## config.mk

```make
export PLATFORM = sky130hd
export DESIGN_NAME = adc_seqgen
export DESIGN_NICKNAME = d
export VERILOG_FILES = /design/src/rtl/adc_seq_pkg.sv /design/src/rtl/adc_seq_timer.sv /design/src/rtl/adc_seqgen.sv
export SDC_FILE = /design/constraint.sdc
export NUM_CORES = 1
export LEC_CHECK = 0
export CAP_MARGIN = 40
export CORE_MARGIN = 3
export CORE_UTILIZATION = 56
export CTS_CLUSTER_SIZE = 10
export DETAILED_ROUTE_END_ITERATION = 6
export GPL_ROUTABILITY_DRIVEN = 0
export PLACE_DENSITY = 0.9
export REMOVE_ABC_BUFFERS = 1
export SLEW_MARGIN = 20
export SYNTH_ARGS = -nofsm -noshare
export SYNTH_HDL_FRONTEND = slang
export SYNTH_SLANG_ARGS = --single-unit
```

## constraint.sdc

```tcl
create_clock -name clk -period 3.7 [get_ports clk]
set_input_delay 0.74 -clock clk [delete_from_list [all_inputs] [get_ports clk]]
set_output_delay 0.74 -clock clk [all_outputs]
set_load 0.02 [all_outputs]
```

## src/rtl/adc_seq_pkg.sv

```systemverilog
// adc_seq_pkg: shared types and constants for the SAR ADC sequencer.
// Holds the FSM state enum, phase-select encoding, default phase
// lengths and a helper computing start-to-result latency T.
package adc_seq_pkg;

   typedef enum logic [2:0] {
      IDLE,
      INIT,
      SAMP,
      COMP,
      UPDATE,
      GAP,
      DONE
   } state_e;

   // Which seq_* line is active; one-of-N so outputs can never overlap.
   typedef enum logic [2:0] {
      PH_NONE,
      PH_INIT,
      PH_SAMP,
      PH_COMP,
      PH_UPDATE
   } phase_e;

   localparam int unsigned DEF_N_BITS     = 16;
   localparam int unsigned DEF_INIT_LEN   = 2;
   localparam int unsigned DEF_SAMP_LEN   = 4;
   localparam int unsigned DEF_COMP_LEN   = 1;
   localparam int unsigned DEF_UPDATE_LEN = 1;
   localparam int unsigned DEF_NOVL       = 1;
   localparam int unsigned DEF_LEN_W      = 8;

   // Clock edges from the start edge to the edge that enters DONE.
   function automatic int unsigned conv_cycles(
      input int unsigned n_bits,
      input int unsigned init_len,
      input int unsigned samp_len,
      input int unsigned comp_len,
      input int unsigned update_len,
      input int unsigned novl
   );
      return init_len + samp_len
           + n_bits * (comp_len + update_len)
           + (2 * n_bits + 2) * novl;
   endfunction

endpackage

```

## src/rtl/adc_seq_timer.sv

```systemverilog
// adc_seq_timer: loadable LEN_W-bit down counter shared by all phases.
// Ports: clk, rst (async high), load, len in; last high on final cycle.
module adc_seq_timer
   import adc_seq_pkg::*;
#(
   parameter int unsigned LEN_W = DEF_LEN_W
) (
   input  logic             clk,
   input  logic             rst,
   input  logic             load,
   input  logic [LEN_W-1:0] len,
   output logic             last
);

   logic [LEN_W-1:0] cnt_q;

   always_ff @(posedge clk or posedge rst) begin
      if (rst) begin
         cnt_q <= '0;
      end else if (load) begin
         cnt_q <= len;
      end else if (cnt_q > LEN_W'(1)) begin
         cnt_q <= cnt_q - LEN_W'(1);
      end
   end

   assign last = (cnt_q == LEN_W'(1));

endmodule

```

## src/rtl/adc_seqgen.sv

```systemverilog
// adc_seqgen: SAR ADC timing sequencer. On start it runs INIT, SAMP and
// N_BITS x (COMP, UPDATE) phases with non-overlap gaps, shifts comp_out
// in MSB-first and returns the word via result_valid/result_ready.
// Ports: clk, rst (async high), start, busy, seq_init/samp/comp/update,
// comp_out, result, result_valid, result_ready, cont (ADC_SEQ_CONT_EN).
module adc_seqgen
   import adc_seq_pkg::*;
#(
   parameter int unsigned N_BITS     = DEF_N_BITS,
   parameter int unsigned INIT_LEN   = DEF_INIT_LEN,
   parameter int unsigned SAMP_LEN   = DEF_SAMP_LEN,
   parameter int unsigned COMP_LEN   = DEF_COMP_LEN,
   parameter int unsigned UPDATE_LEN = DEF_UPDATE_LEN,
   parameter int unsigned NOVL       = DEF_NOVL,
   parameter int unsigned LEN_W      = DEF_LEN_W
) (
   input  logic              clk,
   input  logic              rst,
   input  logic              start,
   output logic              busy,
   output logic              seq_init,
   output logic              seq_samp,
   output logic              seq_comp,
   output logic              seq_update,
   input  logic              comp_out,
   output logic [N_BITS-1:0] result,
   output logic              result_valid,
`ifdef ADC_SEQ_CONT_EN
   input  logic              cont,
`endif
   input  logic              result_ready
);

   localparam int unsigned BC_W = (N_BITS > 1) ? $clog2(N_BITS) : 1;

   state_e            state_q, state_n;
   state_e            ret_q, ret_n;
   state_e            follow;
   phase_e            ph_n;
   logic              load;
   logic [LEN_W-1:0]  len;
   logic              last;
   logic              last_bit;
   logic              cont_i;
   logic [BC_W-1:0]   bit_q;
   logic [N_BITS-1:0] shift_q;

`ifdef ADC_SEQ_CONT_EN
   assign cont_i = cont;
`else
   assign cont_i = 1'b0;
`endif

   function automatic logic [LEN_W-1:0] len_of(input state_e s);
      case (s)
         INIT:    return LEN_W'(INIT_LEN);
         SAMP:    return LEN_W'(SAMP_LEN);
         COMP:    return LEN_W'(COMP_LEN);
         UPDATE:  return LEN_W'(UPDATE_LEN);
         default: return '0;
      endcase
   endfunction

   adc_seq_timer #(
      .LEN_W (LEN_W)
   ) u_timer (
      .clk  (clk),
      .rst  (rst),
      .load (load),
      .len  (len),
      .last (last)
   );

   assign last_bit = (bit_q == BC_W'(N_BITS - 1));

   // Phase that follows the current active phase (ignoring gaps).
   always_comb begin
      follow = IDLE;
      case (state_q)
         INIT:    follow = SAMP;
         SAMP:    follow = COMP;
         COMP:    follow = UPDATE;
         UPDATE:  follow = last_bit ? DONE : COMP;
         default: follow = IDLE;
      endcase
   end

   always_comb begin
      state_n = state_q;
      ret_n   = ret_q;
      load    = 1'b0;
      len     = '0;
      ph_n    = PH_NONE;
      case (state_q)
         IDLE: begin
            if (start) begin
               state_n = INIT;
               load    = 1'b1;
               len     = LEN_W'(INIT_LEN);
            end
         end
         INIT, SAMP, COMP, UPDATE: begin
            if (last) begin
               load = 1'b1;
               if (NOVL != 0) begin
                  state_n = GAP;
                  ret_n   = follow;
                  len     = LEN_W'(NOVL);
               end else begin
                  state_n = follow;
                  len     = len_of(follow);
               end
            end
         end
         GAP: begin
            if (last) begin
               state_n = ret_q;
               load    = 1'b1;
               len     = len_of(ret_q);
            end
         end
         DONE: begin
            if (result_ready) begin
               if (cont_i) begin
                  state_n = INIT;
                  load    = 1'b1;
                  len     = LEN_W'(INIT_LEN);
               end else begin
                  state_n = IDLE;
               end
            end
         end
         default: state_n = IDLE;
      endcase
      // seq_* are registered from the next state so they are glitch-free.
      case (state_n)
         INIT:    ph_n = PH_INIT;
         SAMP:    ph_n = PH_SAMP;
         COMP:    ph_n = PH_COMP;
         UPDATE:  ph_n = PH_UPDATE;
         default: ph_n = PH_NONE;
      endcase
   end

   always_ff @(posedge clk or posedge rst) begin
      if (rst) begin
         state_q      <= IDLE;
         ret_q        <= IDLE;
         bit_q        <= '0;
         shift_q      <= '0;
         result       <= '0;
         result_valid <= 1'b0;
         busy         <= 1'b0;
         seq_init     <= 1'b0;
         seq_samp     <= 1'b0;
         seq_comp     <= 1'b0;
         seq_update   <= 1'b0;
      end else begin
         state_q <= state_n;
         ret_q   <= ret_n;
         if (load && state_n == INIT) begin
            bit_q   <= '0;
            shift_q <= '0;
         end
         // Decision taken on the last edge of COMP, seq_comp still high.
         if (state_q == COMP && last) begin
            shift_q <= (shift_q << 1) | N_BITS'(comp_out);
         end
         if (state_q == UPDATE && last) begin
            bit_q <= bit_q + BC_W'(1);
         end
         if (state_n == DONE && state_q != DONE) begin
            result <= shift_q;
         end
         result_valid <= (state_n == DONE);
         busy         <= (state_n != IDLE) && (state_n != DONE);
         seq_init     <= (ph_n == PH_INIT);
         seq_samp     <= (ph_n == PH_SAMP);
         seq_comp     <= (ph_n == PH_COMP);
         seq_update   <= (ph_n == PH_UPDATE);
      end
   end

endmodule
```

* After elaboration in Yosys (flattened, before gate mapping) *
Index checks and enable logic that the tools add are counted.

cells by class
  add/sub/neg operators = 2
  $lt $le $gt $ge = 1
  equal/unequal tests = 23
  muxes and demuxes = 22
  bitwise operators = 1
  reductions and logical operators = 14

operators by type and width
  kind                 number
  $pmux 3 s4           3
  $mux 16              2
  $eq 3x2->1 const B   8
  $eq 3x3->1 const B   7
  $mux 3               6
  $pmux 3 s3           2
  $mux 8               2
  $or 16x1->16         1
  $eq 3x1->1 const B   4
  $eq 8x1->1 const B   1
  $gt 8x1->1 const B   1
  $mux 4               2
  $sub 8x1->8 const B  1
  $ne 3x3->1 const B   2
  $reduce_bool 2->1    3
  $logic_and 1x1->1    5
  $reduce_or 5->1      1
  $add 4x1->4 const B  1
  $eq 4x4->1 const B   1
  $reduce_or 4->1      1
  $logic_not 3->1      1
  $mux 1               3
  $reduce_bool 3->1    1
  $mux 2               1
  other kinds (3)      3

storage, ports and cells
  flip-flop bits (word level) = 56
  input port bits = 5
  output and inout bits = 22
  word-level logic and storage cells = 75

* Logic depth before layout (Yosys ltp) *
Gate-level depths: netlist of the first run.

  depth after elaboration = 7
  gate-level depth with buffers = 9
  depth with buffers taken out = 7

* By module *
A second synthesis of the first run with hierarchy kept.

second synthesis, totals
  cells, all modules = 265
  area, all modules = 2,736.4 um2

modules (own cells, without submodules)
  module         instances  cells each  area each (um2)  sequential area each (um2)
  adc_seqgen     1          201         2,198.4          1,201.2
  adc_seq_timer  1          64          538.0            200.2

* Worst setup path before layout of the first run *
OpenSTA, ideal clock, no wires.

  kind = register -> register
  start point = register u_timer.cnt_q[1]
  end point = register result[10]
  setup time = 125 ps
  arrival time = 2,452 ps
  required time = 3,575 ps
  path slack = 1,123 ps
  cell stages (with the launch flop) = 9
  buffers on the path = 1
  clock period less this slack = 2,577 ps
  path through = dfrtp_1 inv_1 ha_1 or4b_4 nor4_1 nor3_2 nor3_4 buf_12 mux2_4

on the way
  cells in the longest elaborated chain, start to end = 5
  elaborated cells on any way between the ends = 6
  classes of those cells = 2 x eq/ne; 3 x mux; 1 x reduce/logical

ends and longest elaborated chain
  what                       RTL line                              text
  start: declaration         adc_seq_timer.sv:15                   logic [LEN_W-1:0] cnt_q;
  start signal: assignment   adc_seq_timer.sv:21                   cnt_q <= len;
  start signal: assignment   adc_seq_timer.sv:23                   cnt_q <= cnt_q - LEN_W'(1);
  $eq 8x1->1 (*)             adc_seq_timer.sv:27                   assign last = (cnt_q == LEN_W'(1));
  $mux 3 (on tied branches)  adc_seqgen.sv:116, adc_seqgen.sv:103
  $pmux 3 s4 (*)             adc_seqgen.sv:94                      case (state_q)
  named net state_n[0]       adc_seqgen.sv:36                      state_e state_q, state_n;
  $eq 3x3->1 (*)             adc_seqgen.sv:172                     if (state_n == DONE && state_q != DONE) begin
  $logic_and 1x1->1 (*)      adc_seqgen.sv:172
  end signal: assignment     adc_seqgen.sv:173                     result <= shift_q;
  end: declaration           adc_seqgen.sv:26                      output logic [N_BITS-1:0] result,

Mark *: on every way through the listed nets, which the timed path passes. The rest lies on a longest branch.
A chain may end at the register's enable or synchronous reset.

* Final worst setup path of the first run *
  start point = register u_timer.cnt_q[1]
  end point = register result[2]

on the way
  cells in the longest elaborated chain, start to end = 5
  elaborated cells on any way between the ends = 6
  classes of those cells = 2 x eq/ne; 3 x mux; 1 x reduce/logical

ends and longest elaborated chain
  what                       RTL line
  $eq 8x1->1 (*)             adc_seq_timer.sv:27
  $mux 3 (on tied branches)  adc_seqgen.sv:116, adc_seqgen.sv:103
  $pmux 3 s4 (*)             adc_seqgen.sv:94
  $eq 3x3->1 (*)             adc_seqgen.sv:172
  $logic_and 1x1->1 (*)      adc_seqgen.sv:172

Every way passes the cells marked *; elsewhere a longest branch is shown, timed or not.

==> results of run 1 <==
## kinds of logic (layout without fill, tap and decap cells)
family,count (synthesis),in the layout
flip-flops,56,56
AO/OA/AOI/OAI,54,54
adder cells (fa/ha/maj),3,3
AND/OR/NAND/NOR,98,98
multiplexers,21,21
XOR/XNOR,4,4
buffers and inverters,19,43
## registers in the layout, indices dropped and copies added (netlist names)
signal         cells
seq_comp           1
shift_q           16
result_valid       1
bit_q              4
seq_init           1
result            16
seq_samp           1
u_timer.cnt_q      8
state_q            3
busy               1
ret_q              3
seq_update         1
## cells in the mapped netlist, types with 2 or more instances
cell and n:
nand2_1 40, xor2_1 2, inv_1 7, and3_1 2
xnor2_1 2, clkbuf_1 9, ha_1 3, nand2b_1 4
a21oi_1 9, o21ai_0 19, nor3_2 3, dfrtp_1 56
nor2_1 16, or3_1 3, o22ai_1 5, nand3b_1 4
mux2_2 6, o2bb2ai_1 2, nor3b_1 5, nand3_1 4
nor3_1 5, mux2_4 10, o21bai_1 3, a21o_1 2
nor2b_1 3, mux2i_1 5, a221oi_1 2
## worst max-delay path, cell delays in order (launching register included)
cell and delay, ns:
dfrtp_1 0.41, inv_1 0.11, ha_1 0.29, or4b_4 0.50, nor2_1 0.32, a21oi_1 0.19
nor3_4 0.20, buf_4 0.31, mux2_2 0.38
## power breakdown
group / switching, mW / leakage [nW] / internal [mW]
logic: 0.0138 / 0.695 / 0.00728
registers: 0 / 0.673 / 0.612
clock network: 0.209 / 0.0445 / 0.135
total: 0.222 / 1.41 / 0.754
## per-layer routing
metal	track usage [%]	share of wire, %	vias to the layer above
met5	0	0	-
met4	7.379	2.5	0
met3	2.770	4.0	10
met2	34.90	51	79
met1	28.75	43	978
li1	-	-	949
## layout make-up
| type | count | area share [%] |
|---|---|---|
| repair buffers | 28 | 9.555 |
| multi-input cells | 180 | 39.23 |
| clock buffers | 5 | 2.227 |
| inverters | 7 | 0.8502 |
| clock inverters | 3 | 0.6883 |
| well taps | 52 | 2.105 |
| flip-flops and latches | 56 | 45.34 |
## worst paths after layout
kind	start	to	slack (ns)	cells past startpoint
setup / recovery	u_timer.cnt_q[1]	result[2]	0.88	8
max in group asynchronous	rst	result[6]	2.27	3
min in group asynchronous	rst	ret_q[0]	0.86	2
hold / removal	result[5]	result[5]	0.52	1
hold reg to reg	result[5]	result[5]	0.52	1
setup reg to reg	u_timer.cnt_q[1]	result[2]	0.88	8
==> run metrics, run 1 <==
run status=finished, final reports clean; GR Overflow Total=0; Area growth, synth to finish=14.35%; share of Yosys cell area claimed by the top area cell type=51.85%; drt pass-1 iters=4; layout cells sized above 1=between 10 and 15%; Ys Warns=0; Final Critical Period=2.817 ns; Mapped Cells=about 260; Post-CTS Hold Buffers=0; pre-CTS setup slack=slightly below 0.9 ns; cell row count=24; Tot Pwr=just under 1 mW; register area share after synthesis=about half; total track usage=between 20% and 30%; multiplexer area fraction after synthesis=about 10%; H-Tree Level Count=2; critical path endpoint category=flip-flop; clk_lat worst skew=between 0.3 and 0.4 ns; post-CTS setup buffer count=0; RSZ-0062 raised after global routing=no; Final Hold Viols=0; CTS resizes=0; top_reg_cell synth=dfrtp_1; EDFF count, synth=0; Leakage=around 1.4 nW; routed vias/inst=just over 6; crit path max fanout=16; DRC Markers=0; Finished Cell Area=3090 sq um; cell taking the most area after synthesis=dfrtp_1; die footprint=roughly 5700 sq um; non-filler instance count after layout=331; worst hold margin=0.5164 ns; CTS tree=yes; synth unique cells=slightly above 50; CTS Root Buffer Type=clkbuf_8; die height=around 75 microns; Adder-Cell Fraction of Synth Area=under 10%; CP Class=reg2reg; chip width=approximately 75 microns; Placed Cells=323; largest net degree at the start of global routing=34; Final period util=between 70% and 80%; asr flop ratio synth=100.0%; Compound-Gate Fraction of Synth Area=13.19%; worst endpoint required time=3.90 ns; HP Class=reg2reg; clk sinks=56; final worst setup slack=0.8835 ns; placeable core area=around 4500 sq um; placed cell areas=3000 sq um; DR vias=2016; antenna diode count=0; max frequency=355.0 MHz; Power Dens Cells=roughly 320 nW/um^2; Post-Syn Area per Cell=10.60 sq um; commonest non-fill, non-tap cells in the layout=dfrtp_1, nand2_1, clkdlybuf4s50_1; post-synthesis simple-gate area fraction=between 10% and 20%; global-route wire length before repair=between 9 and 10 mm; cts bufs inserted=5; HPWL Detailed=between 3 and 4 mm; Layout fillers=between 300 and 400; Wirelength per Cell=between 15 and 20 microns; total negative slack=0 ns; Final nets=about 290; vias in the first global route=between 1500 and 2000; initial antenna violation count=0; Port-buffer cells=26; synthesized cell area=about 2700 sq um; Max Buffers Root-to-Sink=2; Final Max Slew Viols=0; Max-Slew Margin vs Limit=about 50%; crit path DAT=3.02 ns; most common cell after layout, fill and taps aside=dfrtp_1; XOR/XNOR Fraction of Synth Area=under 10%; register bit total from synthesis=56; number of max-cap violations=0; Initial Util=60.00%; final setup vio count=0; clock slew at reported path FFs=~0.10 ns; Multi-input gate area=1212 sq um; ANT nets after route=0; main combinational cell family by area after synthesis=simple AND/OR/NAND/NOR gates; Tightest Pin Transition=~0.73 ns; Core Util, Final=68.61%; # IOs=27; drt initial violations=about 170; Reg area=~1400 sq um; final wirelength=between 5 and 6 mm; Max VDD drop=0.1661 mV; clock skew=0.008951 ns; crit path launch type=flip-flop; top post-synthesis cells by area=dfrtp_1, mux2_4, nand2_1
(Power assumes the default switching activity.)
==> run 2, diff against run 1 <==
CORE_UTILIZATION = 51   (was 56)
PLACE_DENSITY = 0.86   (was 0.9)
clock period = 2.41 ns   (was 3.7 ns; I/O delays follow)
==> run metrics, run 2 (same netlist as run 1, synthesis figures left out) <==
run status=finished, final reports clean; routed vias/inst=5.819; final wirelength=~6.3 mm; Final period util=between 90% and 100%; chip width=78.80 microns; global-route wire length before repair=approximately 9.9 mm; Wirelength per Cell=between 15 and 20 microns; DR vias=roughly 2200; Initial Util=approximately 55%; Placed Cells=358; Sw Ratio=22.88%; layout cells sized above 1=~22%; most common cell after layout, fill and taps aside=dfrtp_1; HPWL Detailed=around 3.9 mm; drt pass-1 iters=4; Critical Path Source=u_timer.cnt_q[1]; Combinational Power Share=between 2 and 2.5%; ANT nets after route=0; Sw Pwr=approximately 0.34 mW; drt initial violations=around 190; Reg area=roughly 1400 sq um; vias in the first global route=roughly 2000; Final nets=310; worst endpoint required time=approximately 2.6 ns; number of max-cap violations=0; CTS tree=yes; placed cell areas=3174 sq um; clock slew at reported path FFs=approximately 0.11 ns; cell row count=25; crit path DAT=between 2 and 3 ns; cts bufs inserted=5; crit path max fanout=8; Tightest Pin Transition=between 0.4 and 0.5 ns; die footprint=roughly 6200 sq um; total track usage=about a fifth; Layout fillers=between 300 and 400; final setup vio count=0; clk sinks=56; Port-buffer cells=26; top flop regs=result: 16 flops, shift_q: 16 flops, u_timer.cnt_q: 8 flops; H-Tree Level Count=2; Multi-input gate area=1274 sq um; placeable core area=between 4000 and 5000 sq um; Area growth, synth to finish=24.91%; GR Overflow Total=0; Final Hold Viols=0; worst hold margin=just over 0.5 ns; Max-Slew Margin vs Limit=between 70 and 80%; HP Class=reg2reg; DRC Markers=0; Final Critical Period=around 2.4 ns; Max VDD drop=between 0.2 and 0.25 mV; antenna diode count=0; crit path launch type=flip-flop; sequential share of power=around 63%; cell-internal power=between 1 and 1.5 mW; # IOs=27; largest net degree at the start of global routing=between 50 and 60; clock skew=0.01089 ns; Leakage=1.538 nW; final worst setup slack=roughly 0.041 ns; Max Buffers Root-to-Sink=2; die height=just under 80 microns; clk_lat worst skew=roughly 0.32 ns; Finished Cell Area=~3400 sq um; pre-CTS setup slack=-0.02935 ns; max frequency=422.2 MHz; Tot Pwr=between 1.5 and 2 mW; CTS Root Buffer Type=clkbuf_8; Final Max Slew Viols=0; non-filler instance count after layout=between 300 and 400; reg2reg start=u_timer.cnt_q[1]; critical path endpoint category=flip-flop; commonest non-fill, non-tap cells in the layout=dfrtp_1, nand2_1, clkdlybuf4s50_1; initial antenna violation count=0; Min-Delay Startpoint=bit_q[0]; CP Class=reg2reg; Power Dens Cells=between 400 and 500 nW/um^2; Clock power frac=between 30% and 40%
## run 2: changes by cell type in the layout (fill, tap and decap cells not counted), moves of 2 or more
cell / before / now
dfrtp_1: 56 / 54
dfrtp_2: 0 / 2
buf_12: 0 / 2
buf_4: 1 / 23
## run 2: final cells by class
class	instances	area share [%]
clock buffers	5	2.039
clock inverters	3	0.6301
inverters	7	0.7784
multi-input cells	180	37.73
flip-flops and latches	56	41.59
well taps	67	2.483
repair buffers	52	14.75
## run 2: worst max-delay path, stage by stage (launching register included)
cell and delay [ns]:
dfrtp_1 0.42, inv_2 0.09, ha_4 0.12, or4b_4 0.51, nor3_4 0.20, a311oi_4 0.07
nor3_4 0.31, clkbuf_16 0.23, mux2_4 0.30
## run 2: power by group through the flow
| stage | sequential (mW) | clock (mW) | combinational (mW) |
|---|---|---|---|
| 6_report | 0.939 | 0.530 | 0.0314 |
| 5_1_grt | 0.939 | 0.574 | 0.0352 |
| 4_1_cts | 0.939 | 0.537 | 0.0327 |
| 3_5_place_dp | 0.957 | 0 | 0.0325 |
| 3_3_place_gp | 0.957 | 0 | 0.0328 |
| 2_1_floorplan | 0.957 | 0 | 0.0145 |
## run 2: what timing repair did
| action | 4_1_cts | 5_1_grt |
|---|---|---|
| endpoints found under the setup margin | 16 | 18 |
| hold buffers | 0 | 0 |
| cloned | 0 | 1 |
| pin swaps | 0 | 4 |
| setup buffers | 0 | 3 |
| gates resized for setup | 2 | 11 |
## run 2: layer usage
layer	part of all wire [%]	up-vias	GRT usage [%]	wire length, microns
met2	52	77	33.87	3245
met3	5.4	8	4.649	338
met5	0	-	0	0
li1	-	993	-	-
met4	1.8	0	8.042	111
met1	41	1075	25.98	2572
## run 2: stage by stage
stage	utilization [%]	setup TNS (ns)
finish	68.74	0
global placement	64.64	0
detailed placement	64.64	-0.1428
CTS	66.70	0
global route	68.74	-0.2171
floorplan	-	-5.552
## run 2: path summary, 6_finish.rpt
path	end	slack, ns	depth (start not counted)
min reg2reg	bit_q[0]	0.51	1
max	result[8]	0.04	8
min	bit_q[0]	0.51	1
max reg2reg	result[8]	0.04	8
min in group asynchronous	state_q[2]	0.53	3
max in group asynchronous	state_q[0]	1.63	3
==> run 3, diff against run 2 <==
CORE_UTILIZATION = 61   (was 51)
CTS_CLUSTER_SIZE = 25   (was 10)
PLACE_DENSITY = 0.95   (was 0.86)
clock period = 2.75 ns   (was 2.41 ns; I/O delays follow)
==> run metrics, run 3 (same netlist as run 1, synthesis figures left out) <==
clock skew=0.004664 ns; die footprint=between 5000 and 6000 sq um; sequential share of power=roughly 63%; crit path DAT=~2.8 ns; routed vias/inst=~6.2; final wirelength=5.944 mm; Reg2Reg Depth=8; Initial Util=between 60% and 70%; Area growth, synth to finish=15.74%; CTS Root Buffer Type=clkbuf_8; RSZ-0062 raised after global routing=no; global-route wire length before repair=between 9 and 10 mm; placeable core area=between 4000 and 5000 sq um; Sw Pwr=about 0.29 mW; critical path endpoint category=flip-flop; largest net degree at the start of global routing=38; drt initial violations=between 200 and 250; total track usage=roughly a quarter; Reg area=1401 sq um; Clock power frac=about a third; Crit Reg-Reg Endpoint=result[0]; Leakage=1.431 nW; reg2reg start=u_timer.cnt_q[1]; cell row count=23; cell-internal power=slightly above 1 mW; most common cell after layout, fill and taps aside=dfrtp_1; chip width=72.56 microns; Layout fillers=about 270; final setup vio count=0; drt pass-1 iters=5; DRC Markers=0; vias in the first global route=between 2000 and 2500; number of max-cap violations=0; GR Overflow Total=0; hold depth=1; clk sinks=56; layout cells sized above 1=~15%; Multi-input gate area=1224 sq um; Final period util=95.21%; CP Class=reg2reg; Wirelength per Cell=around 18 microns; Port-buffer cells=26; Final Max Slew Viols=0; crit path max fanout=16; cts bufs inserted=5; HPWL Detailed=3.962 mm; Max-Slew Margin vs Limit=50.23%; die height=around 73 microns; Post-CTS Hold Buffers=0; Tightest Pin Transition=0.7454 ns; clock slew at reported path FFs=~0.090 ns; crit path launch type=flip-flop; Reg2Reg Setup Slack=0.13 ns; HP Class=reg2reg; H-Tree Level Count=2; Final Hold Viols=0; total negative slack=0 ns; ANT nets after route=0; Max VDD drop=0.3212 mV; CTS tree=yes; Sw Ratio=roughly 22%; antenna diode count=0; final worst setup slack=about 0.13 ns; max frequency=381.9 MHz; worst endpoint required time=2.95 ns; Max Buffers Root-to-Sink=2; clk_lat worst skew=between 0.3 and 0.4 ns; Min-Delay Startpoint=bit_q[0]; Final nets=around 290; initial antenna violation count=0; pre-CTS setup slack=about 0.15 ns; commonest non-fill, non-tap cells in the layout=dfrtp_1, nand2_1, clkdlybuf4s50_1; run status=finished, final reports clean; Combinational Power Share=between 1.5 and 2%; DR vias=2062; Power Dens Cells=416.4 nW/um^2; Final Critical Period=2.618 ns; Hold EP=bit_q[0]; top flop regs=result: 16 flops, shift_q: 16 flops, u_timer.cnt_q: 8 flops; # IOs=27
## run 3: changes by cell type in the layout (fill, tap and decap cells not counted), sizes merged
cell,change
buf,-18
inv,-1
## run 3: area by class of cell
cell class,count,share of cell area [%]
clock buffer,6,2.320
timing repair buffer,33,10.40
clock inverter,2,0.5200
multi-input combinational,180,39.12
tap,50,2.000
sequential,56,44.80
inverter,7,0.8400
## run 3: metrics by stage
stage	power (mW)	instance area (sq um)	hold WS (ns)	instances	util, %
global route	1.340	3128	0.5416	334	75.48
CTS	1.301	3117	0.5167	334	75.21
floorplan	0.8518	2640	0.4657	243	-
global placement	0.8646	3028	0.4887	326	73.07
detailed placement	0.8650	3028	0.4940	326	73.07
finish	1.303	3128	0.5193	334	75.48
## run 3: worst max-delay path by stage
| stage | startpoint | cells past startpoint | end | slack [ns] |
|---|---|---|---|---|
| 6_report | u_timer.cnt_q[1] | 8 | result[0] | 0.13 |
| 4_1_cts | u_timer.cnt_q[1] | 8 | result[0] | 0.09 |
| 3_5_place_dp | u_timer.cnt_q[1] | 8 | result[0] | 0.15 |
| 5_1_grt | u_timer.cnt_q[1] | 8 | result[0] | 0.0002 |
| 3_3_place_gp | start | 7 | result[3] | 0.24 |
| 2_1_floorplan | u_timer.cnt_q[1] | 7 | result[0] | -0.04 |
## run 3: worst max-delay path: stages, from the launching register on
cell and delay [ns]:
dfrtp_1 0.41, inv_1 0.13, ha_1 0.19, or4b_4 0.50, nor4_2 0.32, nor3_2 0.15
nor3_4 0.24, buf_12 0.20, mux2_2 0.36
## run 3: repair_timing
action                                  CTS  global route
setup buffers                             0             0
resized for setup                         0             2
endpoints found under the setup margin    0             6
## run 3: routing by layer
metal | vias to the layer above | track usage, % | wire [microns]
li1 | 960 | - | -
met1 | 1021 | 32.02 | 2574
met2 | 70 | 37.98 | 2989
met3 | 11 | 5.540 | 304
met4 | 0 | 7.787 | 76
met5 | - | 0 | 0
## run 3: power by group through the flow
stage          combinational (mW)  clock (mW)  sequential, mW
3_3_place_gp               0.0256           0           0.839
6_report                   0.0250       0.455           0.823
2_1_floorplan              0.0127           0           0.839
4_1_cts                    0.0260       0.452           0.823
3_5_place_dp               0.0260           0           0.839
5_1_grt                    0.0285       0.489           0.823
